**config.mk**
```make
export PLATFORM = sky130hd
export DESIGN_NAME = mem_port_arbiter
export DESIGN_NICKNAME = d
export VERILOG_FILES = /design/src/rtl/mem_port_arbiter.sv
export SDC_FILE = /design/constraint.sdc
export NUM_CORES = 1
export LEC_CHECK = 0
export BUFFER_PORTS_ARGS = -buffer_cell sky130_fd_sc_hd__buf_2
export CAP_MARGIN = 20
export CELL_PAD_IN_SITES_DETAIL_PLACEMENT = 0
export CELL_PAD_IN_SITES_GLOBAL_PLACEMENT = 1
export CORE_AREA = 2 2 155 119
export CTS_CLUSTER_SIZE = 14
export DETAILED_ROUTE_END_ITERATION = 16
export DIE_AREA = 0 0 157 121
export PLACE_DENSITY = 0.85
export SYNTH_ARGS = -nofsm -noshare
export SYNTH_HDL_FRONTEND = slang
export SYNTH_SLANG_ARGS = --single-unit
```
**constraint.sdc**
```tcl
create_clock -name clock -period 2.4 [get_ports clock]
set_clock_uncertainty 0.15 [all_clocks]
set_input_delay 0.48 -clock clock [delete_from_list [all_inputs] [get_ports clock]]
set_output_delay 0.48 -clock clock [all_outputs]
set_load 0.005 [all_outputs]
```
**src/rtl/mem_port_arbiter.sv**
```systemverilog
// mem_port_arbiter
//   Shares one variable-latency memory port between the fetch requester
//   (instruction reads) and the data requester (loads/stores). Data normally
//   wins. A streak counter makes sure a waiting fetch is granted after at most
//   MAX_DATA_STREAK consecutive data grants. Only one memory transaction is
//   outstanding at a time.
//
// Ports
//   clock, reset          : clock and asynchronous active-low reset
//   f_req/f_addr          : fetch request. f_done pulses with f_rdata valid
//   d_req/d_write/d_size/
//   d_addr/d_wdata        : data request. d_done pulses with d_rdata valid
//                           (d_rdata is updated by loads only)
//   m_req/m_write/m_size/
//   m_addr/m_wdata        : memory request, held until m_ack
//   m_ack/m_rdata         : memory completion pulse and read data
module mem_port_arbiter #(
    parameter int ADDR_W          = 32,
    parameter int DATA_W          = 32,
    parameter int MAX_DATA_STREAK = 4
) (
    input  logic              clock,
    input  logic              reset,
    input  logic              f_req,
    input  logic [ADDR_W-1:0] f_addr,
    output logic              f_done,
    output logic [DATA_W-1:0] f_rdata,
    input  logic              d_req,
    input  logic              d_write,
    input  logic [1:0]        d_size,
    input  logic [ADDR_W-1:0] d_addr,
    input  logic [DATA_W-1:0] d_wdata,
    output logic              d_done,
    output logic [DATA_W-1:0] d_rdata,
    output logic              m_req,
    output logic              m_write,
    output logic [1:0]        m_size,
    output logic [ADDR_W-1:0] m_addr,
    output logic [DATA_W-1:0] m_wdata,
    input  logic              m_ack,
    input  logic [DATA_W-1:0] m_rdata
);

    typedef enum logic [1:0] {IDLE, GRANT_D, GRANT_F} state_t;

    localparam logic [3:0] STREAK_MAX = 4'(MAX_DATA_STREAK);

    state_t            state_q,   state_d;
    logic [3:0]        streak_q,  streak_d;
    logic              m_req_q,   m_req_d;
    logic              m_write_q, m_write_d;
    logic [1:0]        m_size_q,  m_size_d;
    logic [ADDR_W-1:0] m_addr_q,  m_addr_d;
    logic [DATA_W-1:0] m_wdata_q, m_wdata_d;
    logic              f_done_q,  f_done_d;
    logic              d_done_q,  d_done_d;
    logic [DATA_W-1:0] f_rdata_q, f_rdata_d;
    logic [DATA_W-1:0] d_rdata_q, d_rdata_d;

    logic fetch_starved;
    logic d_win;

    // Fetch is owed the next grant once data has won MAX_DATA_STREAK times
    // in a row while fetch was waiting.
    assign fetch_starved = f_req && (streak_q == STREAK_MAX);
    assign d_win         = d_req && !fetch_starved;

    always_comb begin
        state_d   = state_q;
        streak_d  = streak_q;
        m_req_d   = m_req_q;
        m_write_d = m_write_q;
        m_size_d  = m_size_q;
        m_addr_d  = m_addr_q;
        m_wdata_d = m_wdata_q;
        f_done_d  = 1'b0;
        d_done_d  = 1'b0;
        f_rdata_d = f_rdata_q;
        d_rdata_d = d_rdata_q;

        case (state_q)
            IDLE: begin
                // Request fields are captured here and frozen until m_ack.
                if (d_win) begin
                    state_d   = GRANT_D;
                    m_req_d   = 1'b1;
                    m_write_d = d_write;
                    m_size_d  = d_size;
                    m_addr_d  = d_addr;
                    m_wdata_d = d_wdata;
                    // Only a data grant that makes fetch wait extends the streak.
                    if (!f_req)
                        streak_d = 4'd0;
                    else if (streak_q != STREAK_MAX)
                        streak_d = streak_q + 4'd1;
                end else if (f_req) begin
                    state_d   = GRANT_F;
                    m_req_d   = 1'b1;
                    m_write_d = 1'b0;
                    m_size_d  = 2'd2;
                    m_addr_d  = f_addr;
                    m_wdata_d = '0;
                    streak_d  = 4'd0;
                end
            end
            GRANT_D: begin
                if (m_ack) begin
                    state_d  = IDLE;
                    m_req_d  = 1'b0;
                    d_done_d = 1'b1;
                    if (!m_write_q)
                        d_rdata_d = m_rdata;
                end
            end
            GRANT_F: begin
                if (m_ack) begin
                    state_d   = IDLE;
                    m_req_d   = 1'b0;
                    f_done_d  = 1'b1;
                    f_rdata_d = m_rdata;
                end
            end
            default: state_d = IDLE;
        endcase
    end

    always_ff @(posedge clock or negedge reset) begin
        if (!reset) begin
            state_q   <= IDLE;
            streak_q  <= 4'd0;
            m_req_q   <= 1'b0;
            m_write_q <= 1'b0;
            m_size_q  <= 2'd0;
            m_addr_q  <= '0;
            m_wdata_q <= '0;
            f_done_q  <= 1'b0;
            d_done_q  <= 1'b0;
            f_rdata_q <= '0;
            d_rdata_q <= '0;
        end else begin
            state_q   <= state_d;
            streak_q  <= streak_d;
            m_req_q   <= m_req_d;
            m_write_q <= m_write_d;
            m_size_q  <= m_size_d;
            m_addr_q  <= m_addr_d;
            m_wdata_q <= m_wdata_d;
            f_done_q  <= f_done_d;
            d_done_q  <= d_done_d;
            f_rdata_q <= f_rdata_d;
            d_rdata_q <= d_rdata_d;
        end
    end

    assign m_req   = m_req_q;
    assign m_write = m_write_q;
    assign m_size  = m_size_q;
    assign m_addr  = m_addr_q;
    assign m_wdata = m_wdata_q;
    assign f_done  = f_done_q;
    assign d_done  = d_done_q;
    assign f_rdata = f_rdata_q;
    assign d_rdata = d_rdata_q;

endmodule
```
==> out/qor.yml, run 1 <==
timing:
  tightest_slew_ns: 0.481
  finalHoldViolCount: 0
  min_period_over_period_pct: 80.8
  drv_slew: 0
  setup_tns_ns: 0
  post-route-min-period_ns: 1.94
  fmax_ghz: 0.516
  setup_viol: 0
  slew_headroom_pct: 68.0
  fin_ws_ns: 0.461
  rsz0062_at_grt: "false"
flow_run:
  max-cap-violations: 0
global_routing:
  grt-ovfl-total: 0
  busiest_layer: "met2"
  use_met2_pct: 28.0
  grt_use_met1_pct: 23.0
  grt_pass1_wl_mm: 26.1
  grt_usage_pct: 17.6
  antenna_found_initial: 0
  use_met3_pct: 4.39
  grt_pass1_vias: 5105
  grt_max_degree: 54
clocking:
  ctsRootBufferMaster: "clkbuf_16"
  clock_tree.buffer_depth: 2
  clkLatencyLatePin_ns: 0.41
  cts_tree: "done"
  cts_resized: 0
  cts_buffers: 17
  htreeDepth: 4
  clock_sinks: 140
  cts.reportedPaths.clkPinSlew_ns: 0.07
yosys:
  ys_seq_elements: 140
  syn_inst: 520
  yosysTopAreaCellShare_pct: 58.3
  synthDistinctLibCells: 34
  synthTopCellsByArea: "dfrtp_1 58%, mux2_2 10%, nand2_1 8.6%, o211ai_2 6.0%, nand4_1 3.3%"
  syn_area_um2: 6010
  synth_nets: 661
  ys_seq_area_share_pct: 58.3
  yosysTopAreaCell: "dfrtp_1"
  synth_warnings: 0
  syn_area_per_cell_um2: 11.6
die:
  die_area_um2: 19000
  floorplan.initialDensity_pct: 34.6
  die_h_um: 121
  num_rows: 42
  fp.dieW_um: 157
  core-area_um2: 17400
  io-pin-count: 270
detailed_routing:
  drt-initial-drc-count: 184
  drt_wl_total_mm: 16.6
  drtPass1Iterations: 4
  ant_nets: 0
  via_per_inst: 4.75
  drc: 0
  wl_per_cell_um: 16.0
  vias: 4936
worst_setup_path:
  cp-start-kind: "flip-flop"
  path_max_fanout: 33
  endpoint_kind: "flip-flop"
  worstPathRequired_ns: 2.58
  worst_ep_arrival_time_ns: 2.12
  critPathKind: "reg2reg"
power_and_ir_drop:
  p_leak_nw: 4.14
  peakVddDrop_v: 0.000582
  powerDensity_nw_per_um2: 1320
cells_and_area:
  synthToLayoutAreaGrowth_pct: 37.1
  fin_util_pct: 47.4
  drive_above_1_share_pct: 51.1
  n_antenna_cell: 0
  layout.nets: 925
worst_hold_path:
  hold_path_class: "in2reg"
placement:
  place_ws_ns: 0.442
  post-dp-hpwl_mm: 11.7
  place_congestion: 0.755
  port-buffer-count: 269
outcome:
  status: "complete, no violations"
## final timing paths
| path | slack [ns] | endpoint | start | cells after the start |
|---|---|---|---|---|
| setup / recovery | 0.46 | m_addr[2] | streak_q[0] | 6 |
| hold / removal | 0.14 | d_rdata[3] | m_rdata[3] | 2 |
| setup reg to reg | 0.46 | m_addr[2] | streak_q[0] | 6 |
| hold reg to reg | 0.32 | m_wdata[29] | m_wdata[29] | 2 |
| max in group asynchronous | 0.98 | m_wdata[17] | reset | 3 |
| min in group asynchronous | 0.42 | f_rdata[8] | reset | 2 |
## routing by layer
| layer | vias to the layer above | share of wire, % |
|---|---|---|
| met5 | - | 0 |
| met4 | 0 | 2.0 |
| met3 | 23 | 5.9 |
| met2 | 162 | 46 |
| met1 | 2404 | 46 |
| li1 | 2347 | - |
## repair_timing
item / in CTS / in global routing
endpoints found under the hold margin: 46 / 0
setup buffers: 0 / 0
hold buffers: 1 / 0
## per-stage QoR
step	hold WS [ns]	cells	total power, W	area, µm²
floorplan	0.0344	520	0.00641	6010
global placement	0.304	1006	0.00829	7650
detailed placement	0.305	1006	0.00840	7650
CTS	0.119	1039	0.0110	8250
global route	0.129	1039	0.0117	8250
finish	0.139	1039	0.0109	8250
## flip-flops by register name, indices dropped and copies added (netlist names)
register  flops
streak_q      4
m_wdata      32
state_q       2
f_done        1
m_addr       32
m_write       1
m_req         1
f_rdata      32
m_size        2
d_rdata      32
d_done        1
## critical path, cell delays in order (launching register included)
cell	delay, ns
dfrtp_1	0.40
inv_1	0.10
ha_1	0.22
nand4b_4	0.27
and2_2	0.32
buf_12	0.19
o211ai_1	0.20
## Yosys cell counts
cell type  count
o211ai_2      29
nand4b_4       1
buf_6          4
o311ai_0       1
nand3b_1       1
o211ai_1       3
and2_1         3
nand3_1        2
nor3_1         2
ha_1           5
o21a_1         1
nand4_1       32
nand2b_1       2
mux2_1         8
nor2_1         3
clkbuf_2       3
a32o_1         3
a22o_1         1
a41o_1         1
buf_4          4
mux2_2        56
clkbuf_1      15
a21oi_1        1
dfrtp_1      140
inv_1          7
o31ai_1        1
o21ai_0       35
a311o_1        1
buf_1          1
nand2_1      137
a31o_2         1
o21ai_2        1
buf_2         14
and3_1         1
## cells in the final DEF (no fill, tap or decap), types with 2 or more instances in the layout
| cell | synthesis | layout |
|---|---|---|
| nand2b_1 | 2 | 2 |
| nand3_1 | 2 | 2 |
| mux2_2 | 56 | 56 |
| inv_1 | 7 | 7 |
| clkbuf_16 | 0 | 17 |
| buf_2 | 14 | 268 |
| dfrtp_1 | 140 | 140 |
| buf_4 | 4 | 10 |
| o211ai_2 | 29 | 29 |
| clkinvlp_4 | 0 | 2 |
| nor3_1 | 2 | 2 |
| a32o_1 | 3 | 3 |
| nand4_1 | 32 | 32 |
| buf_12 | 0 | 6 |
| and2_1 | 3 | 2 |
| clkinv_4 | 0 | 3 |
| o21ai_0 | 35 | 35 |
| mux2_1 | 8 | 8 |
| ha_1 | 5 | 5 |
| o211ai_1 | 3 | 3 |
| nand2_1 | 137 | 137 |
| nor2_1 | 3 | 3 |
| inv_6 | 0 | 6 |
## cells by family after synthesis
group | after synthesis | share of synthesized area (%)
flops | 140 | 58.3
simple gates | 184 | 13.5
buf+inv | 48 | 4.10
mux | 64 | 12.0
fa+ha+maj | 5 | 1.04
compound gates | 79 | 11.1
## area by class of cell
cell class | instances | area [µm²]
Clock buffer | 17 | 425
Tap cell | 242 | 303
Inverter | 7 | 26.3
Multi-Input combinational cell | 332 | 2270
Sequential cell | 140 | 3500
Timing Repair Buffer | 286 | 1560
Fill cell | 1633 | 9150
Clock inverter | 15 | 156
## report_power, final
part / leakage (nW) / switching, W / total [W] / internal [W]
Combinational: 2.14 / 0.00216 / 0.00420 / 0.00204
Clock: 0.280 / 0.00112 / 0.00258 / 0.00146
Sequential: 1.72 / 0.000586 / 0.00410 / 0.00351
Total: 4.14 / 0.00387 / 0.0109 / 0.00701
(Power assumes the default switching activity.)
==> run 2, diff against run 1 <==
- ABC_AREA: default -> 1
- CORE_AREA: 2 2 155 119 -> 2 2 160 123
- DIE_AREA: 0 0 157 121 -> 0 0 162 125
- clock period: 2.4 -> 1.9 ns (I/O delays scaled with it)
==> out/qor.yml, run 2 <==
outcome:
  status: "complete, no violations"
clocking:
  clkLatencyLatePin_ns: 0.41
  cts_buffers: 17
  clock_sinks: 140
  cts.reportedPaths.clkPinSlew_ns: 0.07
  ctsRootBufferMaster: "clkbuf_16"
  cts_tree: "done"
  clock_tree.buffer_depth: 2
  cts_setup_buffers: 0
  htreeDepth: 4
yosys:
  synthDistinctLibCells: 21
  synth_ff_type: "dfrtp_1"
  synth_edf_count: 0
  yosysTopAreaCell: "dfrtp_1"
  ys_seq_area_share_pct: 57.6
  syn_area_per_cell_um2: 8.33
  yosysMostFrequentCell: "nand2_1"
  yosysTopAreaCellShare_pct: 57.6
  ys_seq_elements: 140
  synth_warnings: 0
  syn_area_um2: 6080
  synthTopCellsByArea: "dfrtp_1 58%, nand2_1 15%, inv_1 6.7%, o21ai_0 5.8%, nand3_1 5.6%"
  syn_inst: 730
  netlist_top_cells_count: "246 x nand2_1, 140 x dfrtp_1, 109 x inv_1"
  synth_nets: 871
  ys_async_sr_fraction_pct: 100
detailed_routing:
  drt-initial-drc-count: 280
  ant_nets: 0
  via_per_inst: 4.42
  drt_wl_total_mm: 17.0
  wl_per_cell_um: 13.5
  vias: 5584
  drc: 0
  drtPass1Iterations: 4
timing:
  drv_slew: 0
  slew_headroom_pct: 74.9
  rsz0062_at_grt: "false"
  setup_viol: 0
  tightest_slew_ns: 0.373
  post-route-min-period_ns: 1.74
  fmax_ghz: 0.576
  setup_tns_ns: 0
  min_period_over_period_pct: 91.4
  finalHoldViolCount: 0
worst_setup_path:
  crit_path_max_incr_delay_ns: 0.40
  critical_path.top_delay_family: "buffers and inverters"
  path_buf_inv: 4
  path_max_fanout: 25
  worst_ep_arrival_time_ns: 1.89
  cp-start-kind: "flip-flop"
  cp_cell_sequence: "inv_1, ha_1, inv_1, nor2_4, inv_2, buf_4, nor2_1, a21oi_1"
  worstPathRequired_ns: 2.05
  cpMaxStageDelayCell: "dfrtp_1"
  endpoint_kind: "flip-flop"
  critPathKind: "reg2reg"
  path_common_cell: "inv_1"
power_and_ir_drop:
  internal-power_w: 0.00809
  clockPowerShare_pct: 25.3
  swShare_pct: 36.6
  powerDensity_nw_per_um2: 1510
  sequentialPowerShare_pct: 40.0
  peakVddDrop_v: 0.000652
  switchingPower_w: 0.00466
  p_leak_nw: 4.87
  p_comb_share_pct: 34.8
global_routing:
  grt_pass1_vias: 5425
  grt_usage_pct: 17.3
  grt_pass1_wl_mm: 27.8
  antenna_found_initial: 3
  grt_max_degree: 65
  grt-ovfl-total: 0
placement:
  post-dp-hpwl_mm: 12.4
  place_congestion: 0.771
  port-buffer-count: 269
  dpl-instance-area_um2: 7830
die:
  num_rows: 44
  core-area_um2: 18800
  io-pin-count: 270
  die_h_um: 125
  fp.dieW_um: 162
  die_area_um2: 20300
  floorplan.initialDensity_pct: 32.3
cells_and_area:
  final_common_cell: "buf_2"
  most-common-layout-cells: "268 x buf_2, 244 x nand2_1, 140 x dfrtp_1"
  layout.nets: 1139
  drive_above_1_share_pct: 32.7
  design_area_um2: 8420
  n_antenna_cell: 0
  synthToLayoutAreaGrowth_pct: 38.5
worst_hold_path:
  hold_path_class: "in2reg"
flow_run:
  max-cap-violations: 0
run 2: cell count changes after synthesis, moves of 29 or more:
cell	before	now
nand2_1	137	246
inv_1	7	109
nand3_1	2	68
mux2_2	56	0
o21ai_0	35	71
nand4_1	32	1
o21ai_1	0	31
o211ai_2	29	0
run 2: logic make-up (layout without fill, tap and decap cells):
logic type	count (synthesis)	count (layout)	share of synthesized area [%]
adders and majority gates	5	5	1.03
DFF	140	140	57.6
buffers and inverters	153	434	10.5
and+or+nand+nor	326	326	22.1
AOI/OAI and AO/OA	106	106	8.74
run 2: layout make-up:
type                       instances  area [µm²]
clock buffer                      17         425
clock inverter                    15         151
fill                            1966       10400
inverter                         111         417
multi-input combinational        437        1940
sequential                       140        3500
tap                              253         317
timing repair buffer             291        1670
run 2: worst register-to-register path, stage by stage, from the launching register on:
cell	delay (ns)
dfrtp_1	0.40
inv_1	0.09
ha_1	0.23
inv_1	0.11
nor2_4	0.18
inv_2	0.08
buf_4	0.23
nor2_1	0.12
a21oi_1	0.05
run 2: layer usage:
metal | wire length, µm | global-route usage, %
met1 | 7860 | 23.2
met2 | 7670 | 27.5
met3 | 1350 | 5.77
met4 | 131 | 3.59
met5 | 33 | 0
run 2: final timing paths:
| path | end | slack, ns | depth (start not counted) | start |
|---|---|---|---|---|
| max | streak_q[0] | 0.16 | 8 | state_q[0] |
| min | m_size[1] | 0.03 | 3 | d_size[1] |
| max reg2reg | streak_q[0] | 0.16 | 8 | state_q[0] |
| min reg2reg | m_addr[3] | 0.32 | 2 | m_addr[3] |
| max in group asynchronous | m_addr[1] | 0.77 | 3 | reset |
| min in group asynchronous | d_rdata[30] | 0.27 | 2 | reset |
run 2: metrics by stage:
step / hold WS, ns / utilization, % / total power (W) / cells / worst slack [ns]
after floorplan: -0.0656 / - / 0.00731 / 730 / 0.346
after global placement: 0.160 / 41.6 / 0.00954 / 1231 / 0.156
after detailed placement: 0.156 / 41.6 / 0.00965 / 1231 / 0.126
after CTS: 0.0166 / 44.7 / 0.0129 / 1264 / 0.101
after global routing: 0.0218 / 44.7 / 0.0138 / 1264 / 0.00192
final: 0.0334 / 44.7 / 0.0127 / 1264 / 0.163
run 2: what timing repair did:
item	CTS	global route
gates resized for setup	0	3
hold buffers	1	0
endpoints found under the setup margin	0	11
endpoints found under the hold margin	28	0
run 2: power by group through the flow:
stage               combinational, W  sequential, W  clock (W)
floorplan                    0.00209        0.00521          0
global placement             0.00442        0.00512          0
detailed placement           0.00451        0.00513          0
CTS                          0.00451        0.00511    0.00332
global route                 0.00508        0.00529    0.00346
finish                       0.00443        0.00510    0.00322
